### src/rtl/occupancy_counter.sv
// Saturating parking-lot occupancy counter with registered full/empty and sticky error flags.
// Define OCC_PEAK_EN to add the peak-occupancy output and register.
module occupancy_counter #(
  parameter int CAPACITY = 25,
  parameter int COUNT_W  = $clog2(CAPACITY + 1)
) (
  input  logic               clk,
  input  logic               reset,
  input  logic               enter,
  input  logic               exit,
  input  logic               clr_err,
  output logic [COUNT_W-1:0] count,
  output logic               full,
  output logic               empty,
  output logic               overflow,
  output logic               underflow
`ifdef OCC_PEAK_EN
  ,
  output logic [COUNT_W-1:0] peak
`endif
);

  localparam logic [COUNT_W-1:0]   CAP_C = COUNT_W'(CAPACITY);
  localparam logic signed [COUNT_W+1:0] CAP_S = (COUNT_W + 2)'(CAPACITY);

  // Apply a -1/0/+1 step and clamp into 0..CAPACITY so the count never wraps.
  function automatic logic [COUNT_W-1:0] sat_step(input logic [COUNT_W-1:0] cur,
                                                  input logic signed [1:0] delta);
    logic signed [COUNT_W+1:0] sum;
    sum = $signed({2'b00, cur}) + delta;
    if (sum > CAP_S)
      sum = CAP_S;
    else if (sum < 0)
      sum = '0;
    return sum[COUNT_W-1:0];
  endfunction

  logic signed [1:0]  delta;
  logic [COUNT_W-1:0] cnt_nxt;
  logic               ovf_ev;
  logic               unf_ev;

  always_comb begin
    delta   = $signed({1'b0, enter}) - $signed({1'b0, exit});
    cnt_nxt = sat_step(count, delta);
    ovf_ev  = enter & ~exit & (count == CAP_C);
    unf_ev  = exit & ~enter & (count == '0);
  end

  // Register stage: every output is a flop, flags give set priority over clear.
  always_ff @(posedge clk or posedge reset) begin
    if (reset) begin
      count     <= '0;
      full      <= 1'b0;
      empty     <= 1'b1;
      overflow  <= 1'b0;
      underflow <= 1'b0;
    end else begin
      count     <= cnt_nxt;
      full      <= (cnt_nxt == CAP_C);
      empty     <= (cnt_nxt == '0);
      overflow  <= ovf_ev | (overflow & ~clr_err);
      underflow <= unf_ev | (underflow & ~clr_err);
    end
  end

`ifdef OCC_PEAK_EN
  always_ff @(posedge clk or posedge reset) begin
    if (reset)
      peak <= '0;
    else if (cnt_nxt > peak)
      peak <= cnt_nxt;
  end
`endif

endmodule

### config.mk
export PLATFORM = sky130hd
export DESIGN_NAME = occupancy_counter
export DESIGN_NICKNAME = d
export VERILOG_FILES = /design/src/rtl/occupancy_counter.sv
export SDC_FILE = /design/constraint.sdc
export NUM_CORES = 1
export LEC_CHECK = 0
export ABC_AREA = 1
export BUFFER_PORTS_ARGS = -buffer_cell sky130_fd_sc_hd__buf_2
export CAP_MARGIN = 15
export CELL_PAD_IN_SITES_DETAIL_PLACEMENT = 1
export CELL_PAD_IN_SITES_GLOBAL_PLACEMENT = 2
export CORE_MARGIN = 5
export CORE_UTILIZATION = 27
export DETAILED_ROUTE_END_ITERATION = 6
export PLACE_DENSITY_LB_ADDON = 0.1
export SLEW_MARGIN = 20
export SYNTH_ARGS = -nofsm -noshare
export SYNTH_HDL_FRONTEND = slang
export SYNTH_SLANG_ARGS = --single-unit
### constraint.sdc
create_clock -name clk -period 1.64 [get_ports clk]
set_input_delay 0 -clock clk [delete_from_list [all_inputs] [get_ports clk]]
set_output_delay 0 -clock clk [all_outputs]
set_load 0.02 [all_outputs]
==> results of run 1 <==
## worst paths after layout
path                                       end  slack [ns]  depth (start not counted)
setup / recovery            count[1]$_DFF_PP0_       -0.12                         11
hold / removal              overflow$_DFF_PP0_        0.20                          4
setup reg to reg            count[1]$_DFF_PP0_       -0.12                         11
hold reg to reg            underflow$_DFF_PP0_        0.54                          2
max in group asynchronous      empty$_DFF_PP1_        1.12                          3
min in group asynchronous   count[2]$_DFF_PP0_        0.22                          3
## state kept, by name (all words and copies together) (netlist names)
name,flops
overflow,1
empty,1
count,5
full,1
underflow,1
## final cells by class
class                      instances  area [um^2]  area share (%)
tap                               31         38.8            3.32
multi-input combinational         73          536            45.8
inverter                          25         96.3            8.24
sequential                         9          229            19.6
timing repair buffer              35          243            20.8
clock buffer                       4         26.3            2.25
## stage by stage
stage	hold slack [ns]	setup WS, ns	setup TNS (ns)	instances	util (%)
finish	0.196	-0.117	-0.548	177	42.7
global route	0.228	-0.230	-1.34	177	42.7
CTS	0.189	-0.109	-0.553	175	40.6
detailed placement	-0.0292	-0.323	-1.98	168	37.7
global placement	-0.0379	-0.263	-1.59	168	37.7
floorplan	-0.173	-0.0964	-0.338	107	-
## cells by family (layout without fill, tap and decap cells)
logic type	after synthesis	after routing	share of synthesized area, %
AND/OR/NAND/NOR	58	58	39.3
buffers and inverters	25	64	12.2
flip-flops	9	9	29.5
adder cells (fa/ha/maj)	7	7	12.4
AO/OA/AOI/OAI	7	7	5.38
XOR/XNOR	1	1	1.14
## placed cells by master, fill, tap and decap left out, drive strengths merged
master	synthesis	layout
nand4	2	2
o21ai	1	1
nor3	2	2
nand3b	1	1
o22ai	3	3
dfstp	1	1
a21oi	2	2
ha	6	6
buf	0	33
clkbuf	0	4
nor2	10	10
nand2	33	33
o211ai	1	1
xor2	1	1
dlygate4sd3	0	2
inv	25	25
dfrtp	8	8
fa	1	1
nand3	10	10
## what timing repair did
item	4_1_cts	5_1_grt
pin swaps	2	1
hold buffers	2	0
setup endpoints to repair	7	7
setup buffers	1	2
resized for setup	7	11
endpoints found under the hold margin	11	0
## power groups by stage
stage	logic, mW	registers (mW)	clock network, mW
CTS	1.27	0.383	0.186
detailed placement	1.19	0.387	0
floorplan	0.623	0.484	0
global placement	1.17	0.386	0
global route	1.54	0.393	0.199
finish	1.39	0.381	0.175
## critical path, delay by kind of cell, from the launching register on
kind	cells	cell delay, ns
fa+ha+maj	2	0.51
flops	1	0.38
buf+inv	2	0.11
simple gates	7	0.64
## routing by layer
| layer | vias up | wire, um | GRT usage [%] |
|---|---|---|---|
| li1 | 409 | - | - |
| met1 | 375 | 1050 | 15.5 |
| met2 | 16 | 1210 | 20.9 |
| met3 | 2 | 92 | 3.55 |
| met4 | 0 | 14 | 3.90 |
| met5 | - | 0 | 0 |
==> flow_summary.toml, run 1 <==
[sta]
worst_pin_slew_ns = 0.333
final-setup-viol-count = 7
finalWorstSetupSlack_ns = -0.117
max_freq_mhz = 569
finalClockSkew_ns = 0.00967
maxSlewHeadroom_pct = 77.8
period_share_pct = 107
slew_violations = 0
min_period_ns = 1.76
timing_hold_violations_final = 0
rsz0062_at_grt = "true"

[critical_path]
cpMaxStageDelayCell = "dfrtp_2"
crit_path_max_fanout = 4
critical-path-max-stage-delay_ns = 0.38
crit_chain = "ha_4 > inv_2 > fa_2 > inv_2 > nand4_4 > nand3_4 > nor2_8 > nor2_4 > nand3_4 > nand2_2 > nor3_2"
worstReg2RegStart = "count[0]$_DFF_PP0_"
cp.arrival_ns = 1.91
required_ns = 1.80
cp-start-kind = "flop"
worstSetupPathType = "reg2reg"
cp-end-kind = "flop"
crit_path_start = "count[0]$_DFF_PP0_"

[detailed_routing]
wl_per_cell_um = 13.4
dr.first_iter.drc_count = 27
ant_nets = 0
drt_wl_total_um = 2370
dr_total_vias = 802
dr.pass1.iters = 4
via_per_inst = 4.53
drc_errors = 0

[grt]
grt_pass1_wl_um = 3910
grt.total_usage_pct = 12.5
grt_start_max_net_pins = 10
grt_overflow = 0
grt_pass1_vias = 854
antenna_found_initial = 0

[power_and_ir_drop]
ir_drop_mv = 0.778
swShare_pct = 49.1
combPwrFrac_pct = 71.4
power_density_nw_per_um2 = 1660
pwr-share-seq_pct = 19.6
pwr-share-clk_pct = 9.0
p_int_mw = 0.988
finalPower_mw = 1.94
leakagePower_nw = 0.634
switchingPower_mw = 0.954

[clocking]
clkLatencyLatePin_ns = 0.27
h-tree-depth = 1
cts_buffers = 3
cts.sinks = 9
cts_tree = "done"
cts-root-buf = "clkbuf_4"
clockBufferDepth = 2
clk_pin_slew_ns = 0.06

[yosys]
yosysMostFrequentCell = "nand2_1"
yosys_warnings = 0
synth_top_area_share_pct = 26.1
synth_cells = 107
yosysSeqAreaShare_pct = 29.5
syn_area_um2 = 767
synth_edf_count = 0
synth_area_leaders = "dfrtp_1 26%, nand2_1 14%, inv_1 11%"
synthFlopType = "dfrtp_1"
yosysTopAreaCell = "dfrtp_1"
ys_ff_latch = 9
syn-num-nets = 119
avgSynthCellArea_um2 = 7.17
synthTopCellsByCount = "29 x nand2_1, 23 x inv_1, 8 x dfrtp_1"
synth_cell_types = 23
async_flop_share_pct = 100

[layout]
fill_cells = 353
syn2layout_area_growth_pct = 52.4
diodes = 0
fin_area_um2 = 1170
nNetsFinal = 159
drive_gt1_share_pct = 45.9

[floorplan]
die_y_um = 63.3
row_count = 19
start_util_pct = 28.1
io_pins = 14
coreArea_um2 = 2730
die_w_um = 63.3
dieArea_um2 = 4010

[run_status]
status = "complete, but fails checks"
violations = "negative setup slack"

[place]
io_buffers = 13
place_congestion = 0.800
dpl_cell_area_um2 = 1030
hpwl_um = 1910

[worst_hold_path]
hp-class = "in2reg"
min_from = "enter"

[job]
maxCapViolations = 0
Note: power is estimated with default switching activity, not from simulation.
==> run 2: changes to the inputs <==
CORE_ASPECT_RATIO = 0.8   (was not set)
PLACE_DENSITY = 0.85   (was not set)
PLACE_DENSITY_LB_ADDON = not set   (was 0.1)
==> run 2 against run 1 <==
  * The run still ends with negative setup slack left
  * Flip-flop and latch count is the same
  * Clock power shrank 6%
  * Core utilization grew 0.16 points
  * Non-clock buffer count shrank 2
  * Combinational power is essentially flat
  * Cell count grew 2.8%
  * Die area grew 0.16%
  * Fmax grew 0.83%
  * Clock skew shrank 0.0074 ns
  * Sequential power grew 4%
  * Via count grew 0.87%
  * Total power shrank 0.30%
  * Highest routed layer unchanged
==> flow_summary.toml, run 2 (synthesized netlist as in run 1, its figures left out) <==
[run_status]
status = "complete, but fails checks"
violations = "negative setup slack"

[sta]
worst_pin_slew_ns = 0.310
finalClockSkew_ns = 0.00229
rsz0062_at_grt = "true"
max_freq_mhz = 574
slew_violations = 0
finalWorstSetupSlack_ns = -0.103
final-setup-viol-count = 7
min_period_ns = 1.74
timing_hold_violations_final = 0
period_share_pct = 106
maxSlewHeadroom_pct = 79.3

[layout]
fill_cells = 345
stdcell_count = 182
diodes = 0
largest_reg_flops = 5
layout_commonest_cell = "nand2_1"
final-seq-area_um2 = 229
syn2layout_area_growth_pct = 53.5
top_register = "count"
mostFrequentLayoutCells = "23 x nand2_1, 20 x inv_1, 17 x buf_4, 13 x buf_2, 8 x nand2_2"
nNetsFinal = 157
fin_area_um2 = 1180
drive_gt1_share_pct = 46.5
multi_input_area_um2 = 557

[clocking]
cts.sinks = 9
clockBufferDepth = 2
clk_pin_slew_ns = 0.06
cts-root-buf = "clkbuf_4"
cts_buffers = 3
cts_tree = "done"
h-tree-depth = 1
clkLatencyLatePin_ns = 0.26

[critical_path]
path_buf_inv = 4
cp-start-kind = "flop"
r2r_cells = 10
critical-path-max-stage-delay_ns = 0.38
worstReg2RegStart = "count[0]$_DFF_PP0_"
reg2reg_to = "empty$_DFF_PP1_"
cpMaxStageDelayCell = "dfrtp_2"
cp.depth = 10
crit_chain = "ha_4 > inv_2 > fa_2 > buf_6 > xor2_4 > nand2_2 > buf_4 > nand4_1 > nand2_1 > inv_1"
crit_path_max_fanout = 3
cp.arrival_ns = 1.95
cp-end-kind = "flop"
r2r_slack_ns = -0.10
worstSetupPathType = "reg2reg"
required_ns = 1.84
cp_top_family = "adder cells"

[detailed_routing]
via_per_inst = 4.45
ant_nets = 0
drc_errors = 0
wl_per_cell_um = 12.9
dr.first_iter.drc_count = 18
dr.pass1.iters = 3
drt_wl_total_um = 2360
dr_total_vias = 809

[power_and_ir_drop]
ir_drop_mv = 0.609
leakagePower_nw = 0.626
p_int_mw = 0.969
pwr-share-clk_pct = 8.5
power_density_nw_per_um2 = 1640
combPwrFrac_pct = 70.9
pwr-share-seq_pct = 20.6
switchingPower_mw = 0.968
swShare_pct = 50.0

[job]
maxCapViolations = 0

[floorplan]
die_y_um = 57.7
dieArea_um2 = 4010
coreArea_um2 = 2740
io_pins = 14
start_util_pct = 28.0
die_w_um = 69.6
row_count = 17

[grt]
grt_pass1_vias = 873
antenna_found_initial = 0
grt_start_max_net_pins = 10
grt.total_usage_pct = 12.4
grt_overflow = 0
grt_pass1_wl_um = 4020

[place]
dp_slack_ns = -0.346
io_buffers = 13
dpl_cell_area_um2 = 1020
hpwl_um = 1880
place_congestion = 0.815
place_inst = 173

[worst_hold_path]
hp-class = "in2async"
==> run 2: changes by cell type in the layout (fill, tap and decap cells not counted) <==
cell | previous run | this run
xor2_2 | 1 | 0
buf_4 | 18 | 17
inv_2 | 4 | 5
nand2_1 | 25 | 23
nand2_2 | 7 | 8
nand2_4 | 1 | 2
xor2_4 | 0 | 1
buf_6 | 2 | 1
inv_4 | 1 | 0
==> run 2: cell type report <==
type                       instances  share of cell area [%]
clock buffer                       4                    2.23
multi-input combinational         73                    47.3
inverter                          25                    7.97
sequential                         9                    19.4
tap                               38                    4.04
timing repair buffer              33                    19.0
==> run 2: timing repair <==
action | 4_1_cts | 5_1_grt
hold buffers | 2 | 0
resized for setup | 11 | 9
setup endpoints to repair | 7 | 7
pin swaps | 2 | 3
setup buffers | 1 | 2
hold endpoints to repair | 11 | 0
==> run 2: layer usage <==
layer | vias up | track usage (%) | wire [um]
li1 | 405 | - | -
met5 | - | 0 | 0
met2 | 13 | 22.8 | 1230
met3 | 5 | 1.56 | 45
met1 | 386 | 15.6 | 1040
met4 | 0 | 2.51 | 39
==> run 2: power by group through the flow <==
stage / Clock, mW / Sequential, mW / Combinational, mW
6_report: 0.165 / 0.398 / 1.37
5_1_grt: 0.189 / 0.405 / 1.50
4_1_cts: 0.172 / 0.394 / 1.27
3_5_place_dp: 0 / 0.397 / 1.15
3_3_place_gp: 0 / 0.396 / 1.10
2_1_floorplan: 0 / 0.484 / 0.623
==> run 2: how the worst max path moves through the flow <==
stage                       startpoint            endpoint  slack [ns]
detailed placement               enter  count[1]$_DFF_PP0_       -0.35
floorplan           count[0]$_DFF_PP0_  count[2]$_DFF_PP0_        -0.1
CTS                 count[0]$_DFF_PP0_  count[1]$_DFF_PP0_       -0.11
finish              count[0]$_DFF_PP0_     empty$_DFF_PP1_       -0.10
global route        count[0]$_DFF_PP0_     empty$_DFF_PP1_       -0.20
global placement                 enter  count[1]$_DFF_PP0_       -0.25
==> run 2: worst reg2reg max path: stages, from the launching register on <==
cell and delay [ns]:
dfrtp_2 0.38, ha_4 0.13, inv_2 0.03, fa_2 0.35, buf_6 0.14, xor2_4 0.20
nand2_2 0.12, buf_4 0.15, nand4_1 0.08, nand2_1 0.06, inv_1 0.05
==> run 2: metrics by stage <==
stage / utilization, % / power [mW] / hold slack (ns) / TNS [ns]
detailed placement: 37.3 / 1.55 / -0.0373 / -2.02
global placement: 37.3 / 1.50 / -0.0451 / -1.53
finish: 42.9 / 1.94 / 0.238 / -0.440
global route: 42.9 / 2.10 / 0.271 / -1.00
floorplan: - / 1.11 / -0.173 / -0.338
CTS: 40.8 / 1.84 / 0.233 / -0.561
==> run 3: changes to the inputs <==
--- a/config.mk
+++ b/config.mk
@@ -12,8 +12,8 @@
 export CELL_PAD_IN_SITES_GLOBAL_PLACEMENT = 2
 export CORE_ASPECT_RATIO = 0.8
-export CORE_MARGIN = 5
-export CORE_UTILIZATION = 27
+export CORE_MARGIN = 2
+export CORE_UTILIZATION = 32
 export DETAILED_ROUTE_END_ITERATION = 6
-export PLACE_DENSITY = 0.85
+export PLACE_DENSITY = 0.94
 export SLEW_MARGIN = 20
 export SYNTH_ARGS = -nofsm -noshare
==> constraint.sdc (replaced) <==
create_clock -name clk -period 2.2 [get_ports clk]
set_input_delay 0.11 -clock clk [delete_from_list [all_inputs] [get_ports clk]]
set_output_delay 0.11 -clock clk [all_outputs]
set_load 0.02 [all_outputs]
==> run 3 against run 2 <==
  * The run ends with design-rule violations left
  * Worst hold slack got worse by 0.18 ns
  * Routed wire length fell by 22%
  * Total power down 43%
  * Clock power is 25% lower
  * First-iteration DRC count down 39%
  * Combinational power fell by 51%
  * Sequential share of layout area grew 5.5 points
  * Highest routed layer is now met3
==> flow_summary.toml, run 3 (synthesized netlist as in run 1, its figures left out) <==
[grt]
grt_pass1_vias = 710
grt_start_max_net_pins = 10
grt_pass1_wl_um = 3020
grt.total_usage_pct = 14.5
antenna_found_initial = 0
grt_overflow = 0

[critical_path]
worstSetupPathType = "reg2reg"
crit_path_max_fanout = 7
cp-end-kind = "flop"
reg2reg_to = "empty$_DFF_PP1_"
cp-start-kind = "flop"
r2r_slack_ns = 0.22
required_ns = 2.39
worstReg2RegStart = "count[0]$_DFF_PP0_"
r2r_cells = 13
cp.arrival_ns = 2.17

[detailed_routing]
dr.pass1.iters = 6
drt_wl_total_um = 1830
drc_errors = 1
dr.first_iter.drc_count = 11
ant_nets = 0
via_per_inst = 4.82
wl_per_cell_um = 12.1
dr_total_vias = 728

[run_status]
violations = "design-rule violations"
status = "complete, but fails checks"

[layout]
utilization_pct = 41.0
fill_cells = 305
syn2layout_area_growth_pct = 18.3
nNetsFinal = 139
top_register = "count"
mostFrequentLayoutCells = "29 x nand2_1, 23 x inv_1, 13 x buf_2, 8 x dfrtp_1"
layout_commonest_cell = "nand2_1"
drive_gt1_share_pct = 24.6
largest_reg_flops = 5
stdcell_count = 151
diodes = 0

[worst_hold_path]
min_from = "clr_err"
hp-class = "in2reg"
whs_path_depth = 2
hold_end = "overflow$_DFF_PP0_"

[floorplan]
die_y_um = 47.8
io_pins = 14
start_util_pct = 34.6
dieArea_um2 = 2810
row_count = 15
coreArea_um2 = 2210
die_w_um = 58.7

[sta]
period_share_pct = 90.1
maxSlewHeadroom_pct = 78.8
finalSetupTns_ns = 0
final-setup-viol-count = 0
timing_hold_violations_final = 0
finalClockSkew_ns = 0.00328
rsz0062_at_grt = "false"
holdWs_ns = 0.0589
slew_violations = 0
worst_pin_slew_ns = 0.318
max_freq_mhz = 504
min_period_ns = 1.98

[clocking]
cts_buffers = 3
clk_pin_slew_ns = 0.06
clkLatencyLatePin_ns = 0.25
cts.sinks = 9
cts-root-buf = "clkbuf_4"
cts_tree = "done"
post_cts_buffers = 0
clockBufferDepth = 2
h-tree-depth = 1

[place]
hpwl_um = 1620
place_congestion = 0.771
place_inst = 146
io_buffers = 13

[power_and_ir_drop]
finalPower_mw = 1.09
power_density_nw_per_um2 = 1210
leakagePower_nw = 0.527
ir_drop_mv = 0.239

[job]
maxCapViolations = 0
==> run 3: how the worst max path moves through the flow <==
stage / from / to / slack (ns) / depth (start not counted)
after floorplan: count[0]$_DFF_PP0_ / count[2]$_DFF_PP0_ / 0.28 / 11
after global placement: enter / empty$_DFF_PP1_ / 0.06 / 17
after detailed placement: enter / empty$_DFF_PP1_ / 0.02 / 17
after CTS: count[0]$_DFF_PP0_ / empty$_DFF_PP1_ / 0.20 / 12
after global routing: count[0]$_DFF_PP0_ / empty$_DFF_PP1_ / 0.07 / 12
final: count[0]$_DFF_PP0_ / empty$_DFF_PP1_ / 0.22 / 13
==> run 3: layout make-up <==
type                            instances  area, um^2  share of cell area (%)
Multi-Input combinational cell         73         447                    49.2
Tap cell                               25        31.3                    3.45
Timing Repair Buffer                   15        82.6                    9.10
Clock buffer                            4        26.3                    2.90
Inverter                               25        93.8                    10.3
Sequential cell                         9         226                    25.0
==> run 3: per-stage QoR <==
step                      setup slack, ns  instance area [um^2]
final                               0.217                   907
after global routing               0.0662                   907
after CTS                           0.197                   907
after detailed placement           0.0165                   871
after global placement             0.0610                   871
after floorplan                     0.278                   767
==> run 3: timing repair <==
item / 4_1_cts / 5_1_grt
hold endpoints to repair: 8 / 0
gates resized for setup: 0 / 0
hold buffers: 1 / 0
==> run 3: metal layers <==
metal	GRT usage [%]	up-vias	routed length (um)	part of all wire (%)
met3	1.08	0	64	3.5
met1	17.4	343	804	44
li1	-	368	-	-
met5	0	-	0	0
met4	4.55	0	0	0
met2	28.2	17	966	53
==> run 3: critical path, cell delays in order (launching register included) <==
cell and delay, ns:
dfrtp_1 0.39, ha_1 0.18, inv_1 0.06, fa_1 0.40
inv_1 0.09, nand4_2 0.16, nand3_4 0.14, nor2_8 0.06
inv_2 0.07, nand3_2 0.12, nand2_2 0.10, nor2_2 0.03
nand2_1 0.07, inv_1 0.04
==> run 3: power breakdown <==
| part | internal, mW | switching [mW] |
|---|---|---|
| Sequential | 0.228 | 0.0661 |
| Clock | 0.0697 | 0.0539 |
| Combinational | 0.234 | 0.443 |
| Total | 0.532 | 0.563 |
